<file path="src/rtl/thresh_ctrl.sv">
// thresh_ctrl: adaptive threshold for the gray-to-binary stage.
// Accumulates the mean gray level of each frame, divides with a restoring
// divider, applies a signed offset and clamp, and commits the result (or a
// manual value) to the binarizer only between frames.
//
// Ports:
//   clk        system clock
//   rst        asynchronous active-high reset
//   mode       0 = manual (man_value), 1 = auto (frame mean)
//   man_value  manual threshold
//   din        gray pixel
//   din_vld    pixel valid
//   din_sop    first pixel of frame (qualified by din_vld)
//   din_eop    last pixel of frame (qualified by din_vld)
//   value      registered threshold to binarizer
//   value_upd  one-cycle pulse when value changes
//   busy       divider running
//   frame_err  one-cycle pulse on a framing violation
//
// Divider states:
//   state  | meaning
//   S_IDLE | no division in progress
//   S_DIV  | restoring division, one quotient bit per cycle
//   S_DONE | quotient ready; offset/clamp written to the pending slot
module thresh_ctrl #(
  parameter int                SUM_W     = 27,
  parameter int                CNT_W     = 19,
  parameter logic [7:0]        DEF_VALUE = 8'd128,
  parameter logic signed [8:0] OFFSET    = 9'sd0,
  parameter logic [7:0]        MIN_VALUE = 8'd16,
  parameter logic [7:0]        MAX_VALUE = 8'd240
) (
  input  logic       clk,
  input  logic       rst,
  input  logic       mode,
  input  logic [7:0] man_value,
  input  logic [7:0] din,
  input  logic       din_vld,
  input  logic       din_sop,
  input  logic       din_eop,
  output logic [7:0] value,
  output logic       value_upd,
  output logic       busy,
  output logic       frame_err
);

  localparam int BW = $clog2(SUM_W);
  localparam logic signed [10:0] MIN_S = $signed({3'b000, MIN_VALUE});
  localparam logic signed [10:0] MAX_S = $signed({3'b000, MAX_VALUE});

  typedef enum logic [1:0] {S_IDLE, S_DIV, S_DONE} state_t;

  state_t state_q, state_d;

  logic             in_frame;
  logic [SUM_W-1:0] sum;
  logic [CNT_W-1:0] cnt;
  logic [SUM_W-1:0] fin_sum;
  logic [CNT_W-1:0] fin_cnt;
  logic             sop, eop, frame_end, err_d;

  logic [SUM_W-1:0] dvd;      // dividend, shifts out MSB-first and fills with quotient bits
  logic [CNT_W-1:0] dvs;
  logic [CNT_W-1:0] rem;
  logic [BW-1:0]    bit_cnt;
  logic [CNT_W:0]   rem_sh, diff;
  logic             q_bit;
  logic             div_step, done;

  logic [7:0]         sat;
  logic signed [10:0] adj;
  logic [7:0]         res;
  logic [7:0]         pend_auto;
  logic               pend_vld;

  logic       commit_ok, pend_clr;
  logic [7:0] value_d;

  // ---------------- accumulator ----------------
  assign sop       = din_vld & din_sop;
  assign eop       = din_vld & din_eop;
  assign frame_end = eop & (in_frame | sop);
  assign err_d     = (sop & in_frame) | (eop & ~in_frame & ~sop);
  assign fin_sum   = sop ? SUM_W'(din) : sum + SUM_W'(din);
  assign fin_cnt   = sop ? CNT_W'(1)   : cnt + CNT_W'(1);

  always_ff @(posedge clk or posedge rst) begin
    if (rst) begin
      in_frame  <= 1'b0;
      sum       <= '0;
      cnt       <= '0;
      frame_err <= 1'b0;
    end else begin
      frame_err <= err_d;
      if (sop || (in_frame && din_vld)) begin
        sum <= fin_sum;
        cnt <= fin_cnt;
      end
      if (sop)
        in_frame <= ~eop;
      else if (eop)
        in_frame <= 1'b0;
    end
  end

  // ---------------- divider FSM ----------------
  always_ff @(posedge clk or posedge rst) begin
    if (rst) state_q <= S_IDLE;
    else     state_q <= state_d;
  end

  always_comb begin
    state_d  = state_q;
    busy     = 1'b0;
    div_step = 1'b0;
    done     = 1'b0;
    case (state_q)
      S_IDLE: if (frame_end) state_d = S_DIV;
      S_DIV: begin
        busy = 1'b1;
        if (!frame_end) begin
          div_step = 1'b1;
          if (bit_cnt == '0) state_d = S_DONE;
        end
      end
      S_DONE: begin
        // the finished quotient is still written even if a new frame ends now
        done    = 1'b1;
        state_d = frame_end ? S_DIV : S_IDLE;
      end
      default: state_d = S_IDLE;
    endcase
  end

  // Remainder is always < divisor, so the shifted value fits CNT_W+1 bits and
  // the sign of the trial subtraction decides the quotient bit.
  assign rem_sh = {rem, dvd[SUM_W-1]};
  assign diff   = rem_sh - {1'b0, dvs};
  assign q_bit  = ~diff[CNT_W];

  always_ff @(posedge clk or posedge rst) begin
    if (rst) begin
      dvd     <= '0;
      dvs     <= '0;
      rem     <= '0;
      bit_cnt <= '0;
    end else if (frame_end) begin
      dvd     <= fin_sum;
      dvs     <= fin_cnt;
      rem     <= '0;
      bit_cnt <= BW'(SUM_W - 1);
    end else if (div_step) begin
      dvd     <= {dvd[SUM_W-2:0], q_bit};
      rem     <= q_bit ? diff[CNT_W-1:0] : rem_sh[CNT_W-1:0];
      bit_cnt <= bit_cnt - BW'(1);
    end
  end

  // ---------------- saturate / offset / clamp ----------------
  always_comb begin
    sat = (|dvd[SUM_W-1:8]) ? 8'hFF : dvd[7:0];
    adj = $signed({3'b000, sat}) + $signed({{2{OFFSET[8]}}, OFFSET});
    if (adj < MIN_S)      res = MIN_VALUE;
    else if (adj > MAX_S) res = MAX_VALUE;
    else                  res = adj[7:0];
  end

  // ---------------- commit ----------------
  assign commit_ok = ~in_frame & ~sop;

  always_comb begin
    value_d  = value;
    pend_clr = 1'b0;
    if (commit_ok) begin
      if (mode) begin
        if (pend_vld) begin
          value_d  = pend_auto;
          pend_clr = 1'b1;
        end
      end else begin
        value_d = man_value;
      end
    end
  end

  always_ff @(posedge clk or posedge rst) begin
    if (rst) begin
      pend_auto <= '0;
      pend_vld  <= 1'b0;
      value     <= DEF_VALUE;
      value_upd <= 1'b0;
    end else begin
      // a fresh result takes priority over clearing the slot
      if (done) begin
        pend_auto <= res;
        pend_vld  <= 1'b1;
      end else if (pend_clr) begin
        pend_vld <= 1'b0;
      end
      value     <= value_d;
      value_upd <= (value_d != value);
    end
  end

endmodule

</file>
<file path="config.mk">
export PLATFORM = sky130hd
export DESIGN_NAME = thresh_ctrl
export DESIGN_NICKNAME = d
export VERILOG_FILES = /design/src/rtl/thresh_ctrl.sv
export SDC_FILE = /design/constraint.sdc
export NUM_CORES = 1
export LEC_CHECK = 0
export CORE_MARGIN = 5
export CORE_UTILIZATION = 53
export DETAILED_ROUTE_END_ITERATION = 10
export GPL_ROUTABILITY_DRIVEN = 0
export GPL_TIMING_DRIVEN = 0
export PLACE_DENSITY = 0.71
export RECOVER_POWER = 50
export SETUP_SLACK_MARGIN = 0.15
export SYNTH_ARGS = -nofsm -noshare
export SYNTH_HDL_FRONTEND = slang
export SYNTH_SLANG_ARGS = --single-unit
export TNS_END_PERCENT = 50
</file>
<file path="constraint.sdc">
create_clock -name clk -period 14.2 [get_ports clk]
set_clock_uncertainty 0.15 [all_clocks]
set_input_delay 4.26 -clock clk [delete_from_list [all_inputs] [get_ports clk]]
set_output_delay 4.26 -clock clk [all_outputs]
set_load 0.01 [all_outputs]
</file>
======== Word level (Yosys, flattened, before mapping) ========
Index checks and enable logic that the tools add are counted.
storage, ports and cells
  memory bits (writable) .................. 0
  word-level logic and storage cells ...... 78
  input port bits ......................... 22
  memory bits (read-only) ................. 0
  register bits ........................... 138
  latch bits .............................. 0
  memories kept ........................... 0
operators by class
  $lt $le $gt $ge ......................... 2
  divide/modulo/power cells ............... 0
  add/sub/neg operators ................... 4
  multiplexer cells ....................... 31
  shift operators ......................... 0
  reductions and logical operators ........ 9
  bitwise gates (word level) .............. 13
  multipliers ............................. 0
  equality and inequality tests ........... 6
operators with widths
  operator               count
  $mux 27                3
  $mux 19                4
  $mux 8                 6
  $add 27x8->27          1
  $sub 20x19->20         1
  $add 19x1->19 const B  1
  $reduce_or 19->1       1
  $mux 1                 12
  $mux 5                 2
  $gt 8x8->1 const B     1
  $lt 8x5->1 const B     1
  $ne 8x8->1             1
  $and 1x1->1            7
  $mux 2                 3
  $ne 2x2->1 const B     3
  $pmux 2 s3             1
  $reduce_bool 2->1      3
  $logic_not 5->1        1
  $sub 5x1->5 const B    1
  $not 1->1              4
  $reduce_and 3->1       1
  $eq 2x1->1 const B     1
  $eq 2x2->1 const B     1
  $logic_not 2->1        1
  other kinds (3)        4

======== Logic depth before layout (Yosys ltp) ========
Gate-level depths: netlist of the first run.
  depth after elaboration ................. 7
  gate-level depth with buffers ........... 12

======== Least setup slack after synthesis of the first run ========
No wires, ideal clock.
  path type ............................... in2reg
  start ................................... in din[0]
  end ..................................... reg dvd[24]
  required time ........................... 13.908 ns
  stages .................................. 12
  data arrival time ....................... 6.201 ns
  slack ................................... 7.707 ns
  path through ............................ ha_1 inv_1 fa_1 nor2b_1 o21ai_0 a21boi_0 o21ai_0 a21oi_1 buf_2 nand3_1 nand4_1 o221ai_1
between the ends
  cells in the longest elaborated chain, start to end .. 3
RTL lines
  element               line  RTL
  start, declared       37    input logic [7:0] din,
  $add 27x8->27         84    assign fin_sum = sop ? SUM_W'(din) : sum + SUM_W'(din);
  $mux 27               84
  $mux 27               147   end else if (frame_end) begin
  end signal, assigned  148   dvd <= fin_sum;
  end signal, assigned  153   dvd <= {dvd[SUM_W-2:0], q_bit};
  end, declared         62    logic [SUM_W-1:0] dvd;
Every way passes these cells.
A chain may end at the register's enable or synchronous reset.

======== Final worst setup path of the first run ========
Same ends and word-level chain as after synthesis.

==> run metrics, run 1 <==
status=complete, but fails checks; failing checks=capacitance limit, slew limit; Top FF cell, synth=dfrtp_1; most frequent cells in the layout=dfrtp_1, o21ai_0, nand2_1; Placeable Area=15300 um^2; Via Count=7028; IO Pins=33; Post-DP HPWL=15100 um; hold_buf cts=0; Fillers=1368; drt wl/cell=17.7 um; initial core utilization=0.543; Leak=4.09 nW; Seq cells post-synth=138; nets=1026; layout cell share with drive strength beyond 1=0.0609; area grow syn2layout=14.5%; DRC=0; Row Count=45; GRT overflow=0; post-CTS setup buffers=0; pwr/cell area=215 nW/um^2; CP most frequent cell=o21ai_0; YS warnings=0; post-route cell area=9530 um^2; DR iter-0 viols=428; total power=0.00205 W; Max Buffers Root-to-Sink=2; RSZ-0062 raised after global routing=false; Clock Latency Late Sink=0.43 ns; setup violators final=0; Post-Syn Area=roughly 8300 um^2; sequential area share after synthesis=0.415; total wire length=~21000 um; Crit. End Element=flip-flop; Fin. Hold Viols=0; Final min period=7.36 ns; Crit-path slowest cell=a21oi_1; CTS Sinks=138; fmax=136 MHz; worst hold path type=flip-flop to flip-flop; max-slew violation count=between 60 and 70; CTS H-tree depth=4; end-of-flow core utilization=0.622; Yosys cell types=72; Crit Path Max Fanout=10; largest net degree at the start of global routing=between 70 and 80; PostCTS Resize Cnt=0; Synth Area per Inst=9.02 um^2; Die H=~140 um; first-pass GRT wire length=about 35000 um; initial antenna violation count=0; die span in x=135 um; Final TNS setup=0 ns; DRT antenna net count=0; crit path cell chain=clkdlybuf4s50_1, ha_1, inv_1, fa_1, nor2b_1, o21ai_0, a21boi_0, o21ai_0, a21oi_1, buf_2, nand3_1, nand4_1, o221ai_1; Worst slew margin=-1.10; GRT Overall Usage=0.241; crit path kind=input pin to flip-flop; worst path required time=14.33 ns; Final Instance Count excl. Fillers=1196; TritonRoute pass-1 iters=5; number of buffers created by CTS=17; crit-path max cell delay=0.60 ns; Port Buffers=30; syn nets=about 980; startpoint types=input pin; vias in the first global route=6750; fraction of registers with async set/reset=1.00; Post-synth EDFFs=0; Max-Cap Viols=1; Inserted Diodes=0; Cells after DPL=between 1000 and 1500; Final period util=0.518; Die ar.=around 18000 um^2; CTS tree=built; clock root buffer=clkbuf_16; Placed Area=8920 um^2; vias per cell=5.88; commonest non-fill, non-tap cell in the layout=dfrtp_1; CP arrival=7.49 ns; Syn Inst Count=922; clk slew on worst S/H paths=0.06 ns; worst-margin pin slew=approximately 3.1 ns; Peak VDD IR=0.124 mV
==> path summary, 6_finish.rpt <==
| check | to | from | cells after the start | slack [ns] |
|---|---|---|---|---|
| max in group asynchronous | frame_err | rst | 2 | 7.45 |
| worst min register to register | dvs[1] | dvs[1] | 2 | 0.34 |
| min in group asynchronous | cnt[8] | rst | 2 | 5.03 |
| worst max-delay path | dvd[24] | din[0] | 13 | 6.84 |
| worst min-delay path | dvs[1] | dvs[1] | 2 | 0.34 |
| worst max register to register | dvd[24] | sum[0] | 12 | 10.84 |
==> state kept, by name, summed over array words and instances (netlist names) <==
| register | count |
|---|---|
| pend_vld | 1 |
| in_frame | 1 |
| value_upd | 1 |
| dvd | 27 |
| rem | 19 |
| bit_cnt | 5 |
| value | 8 |
| state_q | 2 |
| dvs | 19 |
| frame_err | 1 |
| sum | 27 |
| pend_auto | 8 |
| cnt | 19 |
==> metal layers <==
| layer | GRT usage | vias to the layer above | routed length [um] |
|---|---|---|---|
| met3 | 0.0516 | 23 | 924 |
| met4 | 0.0594 | 0 | 252 |
| met5 | 0 | - | 0 |
| met1 | 0.331 | 3427 | 9860 |
| li1 | - | 3424 | - |
| met2 | 0.390 | 154 | 10100 |
==> layout make-up <==
class                           count  area (um^2)  share of cell area
Multi-Input combinational cell    688         4480               0.470
Buffer                             53          223              0.0234
Inverter                           43          163              0.0171
Clock inverter                     15          188              0.0197
Sequential cell                   138         3450               0.363
Clock buffer                       17          425              0.0447
Tap cell                          211          264              0.0277
Timing Repair Buffer               31          328              0.0344
==> kinds of logic (layout without fill, tap and decap cells) <==
| kind of cell | Yosys count | in the layout | synth area share |
|---|---|---|---|
| AOI/OAI and AO/OA | 295 | 295 | 0.221 |
| xor gates and xnor gates | 71 | 71 | 0.0770 |
| adders and majority gates | 32 | 32 | 0.0499 |
| buffers and inverters | 96 | 159 | 0.0462 |
| DFF | 138 | 138 | 0.415 |
| muxes | 37 | 37 | 0.0454 |
| and+or+nand+nor | 253 | 253 | 0.145 |
==> report_power, final <==
part	internal (W)	total (W)	switching, W
Clock	0.000280	0.000465	0.000185
Sequential	0.000502	0.000600	0.0000980
Combinational	0.000445	0.000985	0.000540
Total	0.00123	0.00205	0.000823
==> critical path, delay by kind of cell <==
kind | cells | cell delay [ns]
AO/OA/AOI/OAI | 5 | 1.24
buffers and inverters | 3 | 0.94
adder cells (fa/ha/maj) | 2 | 0.58
AND/OR/NAND/NOR | 3 | 0.46
==> through the flow <==
stage / setup slack [ns] / hold slack (ns)
after floorplan: 6.10 / 0.299
after global placement: 4.11 / 0.313
after detailed placement: 6.44 / 0.323
after CTS: 6.85 / 0.336
after global routing: 6.67 / 0.351
final: 6.84 / 0.336
==> synthesized netlist by cell type, drive strengths merged, types with 11 or more instances <==
cell,number,area share
a21oi,56,0.037
a31oi,18,0.018
and3,29,0.022
clkbuf,45,0.020
dfrtp,137,0.41
ha,30,0.045
inv,43,0.019
mux2i,34,0.041
nand2,98,0.044
nand3,22,0.013
nor2,45,0.021
nor3,11,0.0072
o21ai,105,0.063
o22ai,48,0.036
o31ai,18,0.016
xnor2,42,0.046
xor2,29,0.031
Power figures use the tool's default switching activity.
==> inputs of run 2 (changes only) <==
Settings changed: PLACE_DENSITY 0.71 to 0.74.
Clock period 14.2 ns to 6.13 ns, I/O delays scaled along.
==> run 2 against run 1 <==
Against the previous run: the run still ends with capacitance limit, slew limit left; clock-buffer cell count stayed put; power up 130%; wire length shrank 1.6%; largest cell class unchanged; largest power group unchanged.
==> run metrics, run 2 (same netlist as run 1, synthesis figures left out) <==
status=complete, but fails checks (unchanged); failing checks=capacitance limit, slew limit (unchanged); largest net degree at the start of global routing=73 (was 71); max-slew violation count=67 (was 69); fmax=201 MHz; TritonRoute pass-1 iters=5 (unchanged); RR Startpoint=sum[0] (unchanged); top flop regs=dvd (27), sum (27) (unchanged); first-pass GRT wire length=34000 um (was 35200 um); Cells after DPL=1164 (unchanged); vias in the first global route=6678 (was 6750); Hold EP=dvs[1] (unchanged); drt wl/cell=17.4 um (was 17.7 um); initial core utilization=0.543 (unchanged); Clock Latency Late Sink=0.43 ns (about the same); total wire length=20800 um (was 21200 um); worst-margin pin slew=3.05 ns (was 3.13 ns); startpoint types=flip-flop (was input pin); Fillers=1309 (was 1368); worst hold path type=flip-flop to flip-flop (unchanged); Clock Power Share=0.220 (was 0.227); GRT Overall Usage=0.233 (was 0.241); Final period util=0.810; Final TNS setup=0 ns (unchanged); hold-critical path depth=2 (unchanged); Placeable Area=15300 um^2 (unchanged); Peak VDD IR=0.275 mV (was 0.124 mV); Fin. Hold Viols=0 (unchanged); Inserted Diodes=0 (unchanged); hold_buf cts=0 (unchanged); r2r endpoint=dvd[24] (unchanged); CTS H-tree depth=4 (unchanged); RSZ-0062 raised after global routing=false (unchanged); CTS Sinks=138 (unchanged); Via Count=7043 (was 7028); Crit. End Element=primary output (was flip-flop); worst path required time=4.14 ns (was 14.33 ns); Post-DP HPWL=14800 um (was 15100 um); CTS tree=built (unchanged); pwr/cell area=495 nW/um^2 (was 215 nW/um^2); Die ar.=18300 um^2 (unchanged); Final min period=4.97 ns; NetSw=0.00191 W (was 0.000823 W); FF-to-FF setup slack=2.83 ns (was 10.84 ns); nets=1026 (unchanged); CP arrival=2.98 ns (was 7.49 ns); setup violators final=0 (unchanged); most frequent cells in the layout=dfrtp_1, o21ai_0, nand2_1 (unchanged); Reg power frac=0.294 (was 0.293); number of buffers created by CTS=17 (unchanged); IO Pins=33 (unchanged); PostCTS Resize Cnt=0 (unchanged); DRC=0 (unchanged); hold_sp=dvs[1] (unchanged); hold slack final=0.341 ns (was 0.336 ns); DR iter-0 viols=656 (was 428); vias per cell=5.89 (was 5.88); DRT antenna net count=0 (unchanged); Worst slew margin=-1.04 (was -1.10); area grow syn2layout=14.2% (was 14.5%); Internal Power=0.00280 W (was 0.00123 W); Port Buffers=30 (unchanged); clock root buffer=clkbuf_16 (unchanged); Max Buffers Root-to-Sink=2 (unchanged); crit path kind=flip-flop to primary output (was input pin to flip-flop); switch share=0.405 (was 0.402); Final Instance Count excl. Fillers=1196 (unchanged); total power=0.00471 W (was 0.00205 W); post-CTS setup buffers=0 (unchanged); Row Count=45 (unchanged); commonest non-fill, non-tap cell in the layout=dfrtp_1 (unchanged); initial antenna violation count=0 (unchanged); Crit Path Max Fanout=10 (unchanged); layout cell share with drive strength beyond 1=0.0609 (unchanged); die span in x=135 um (unchanged); Placed Area=8920 um^2 (unchanged); post-route cell area=9500 um^2 (was 9530 um^2); GRT overflow=0 (unchanged); combinational power share=0.485 (was 0.481); Worst R2R Path Depth=12 (unchanged); clk slew on worst S/H paths=0.06 ns (about the same); Die H=135 um (unchanged); Leak=4.07 nW (was 4.09 nW); Max-Cap Viols=1 (unchanged)
==> run 2: worst max-delay path, stage by stage (launching register included) <==
cell and delay (ns):
dfrtp_1 0.40, nand2b_1 0.22, inv_2 0.18, clkbuf_1 0.59
clkbuf_1 0.52, clkdlybuf4s50_1 0.65
==> run 2: layout make-up <==
class	count	area (um^2)	area share
inverter	43	163	0.0171
timing repair buffer	31	328	0.0345
sequential	138	3450	0.364
buffer	53	223	0.0234
clock buffer	17	425	0.0448
clock inverter	15	163	0.0171
multi-input combinational	688	4480	0.472
tap	211	264	0.0278
==> run 2: worst max-delay path by stage <==
stage	to	startpoint	slack, ns
3_3_place_gp	value[1]	rst	-1.49
5_1_grt	sum[24]	din[0]	1.04
6_report	busy	state_q[1]	1.16
2_1_floorplan	bit_cnt[0]	rst	0.45
4_1_cts	busy	state_q[1]	1.18
3_5_place_dp	dvd[24]	din[0]	0.88
==> run 2: power by group through the flow <==
stage | clock network (W) | logic, W | registers, W
6_report | 0.00104 | 0.00228 | 0.00139
4_1_cts | 0.00105 | 0.00228 | 0.00138
5_1_grt | 0.00108 | 0.00252 | 0.00142
2_1_floorplan | 0 | 0.00179 | 0.00134
3_5_place_dp | 0 | 0.00225 | 0.00139
3_3_place_gp | 0 | 0.00221 | 0.00138
==> run 2: through the flow <==
stage | util | setup WS (ns)
global route | 0.620 | 1.04
global placement | 0.580 | -1.49
detailed placement | 0.582 | 0.882
floorplan | - | 0.446
CTS | 0.621 | 1.18
finish | 0.620 | 1.16
==> run 2: per-layer routing <==
metal / track usage / routed length, um
met3: 0.0475 / 1050
met1: 0.314 / 9490
met5: 0 / 0
met4: 0.0666 / 312
met2: 0.383 / 9960
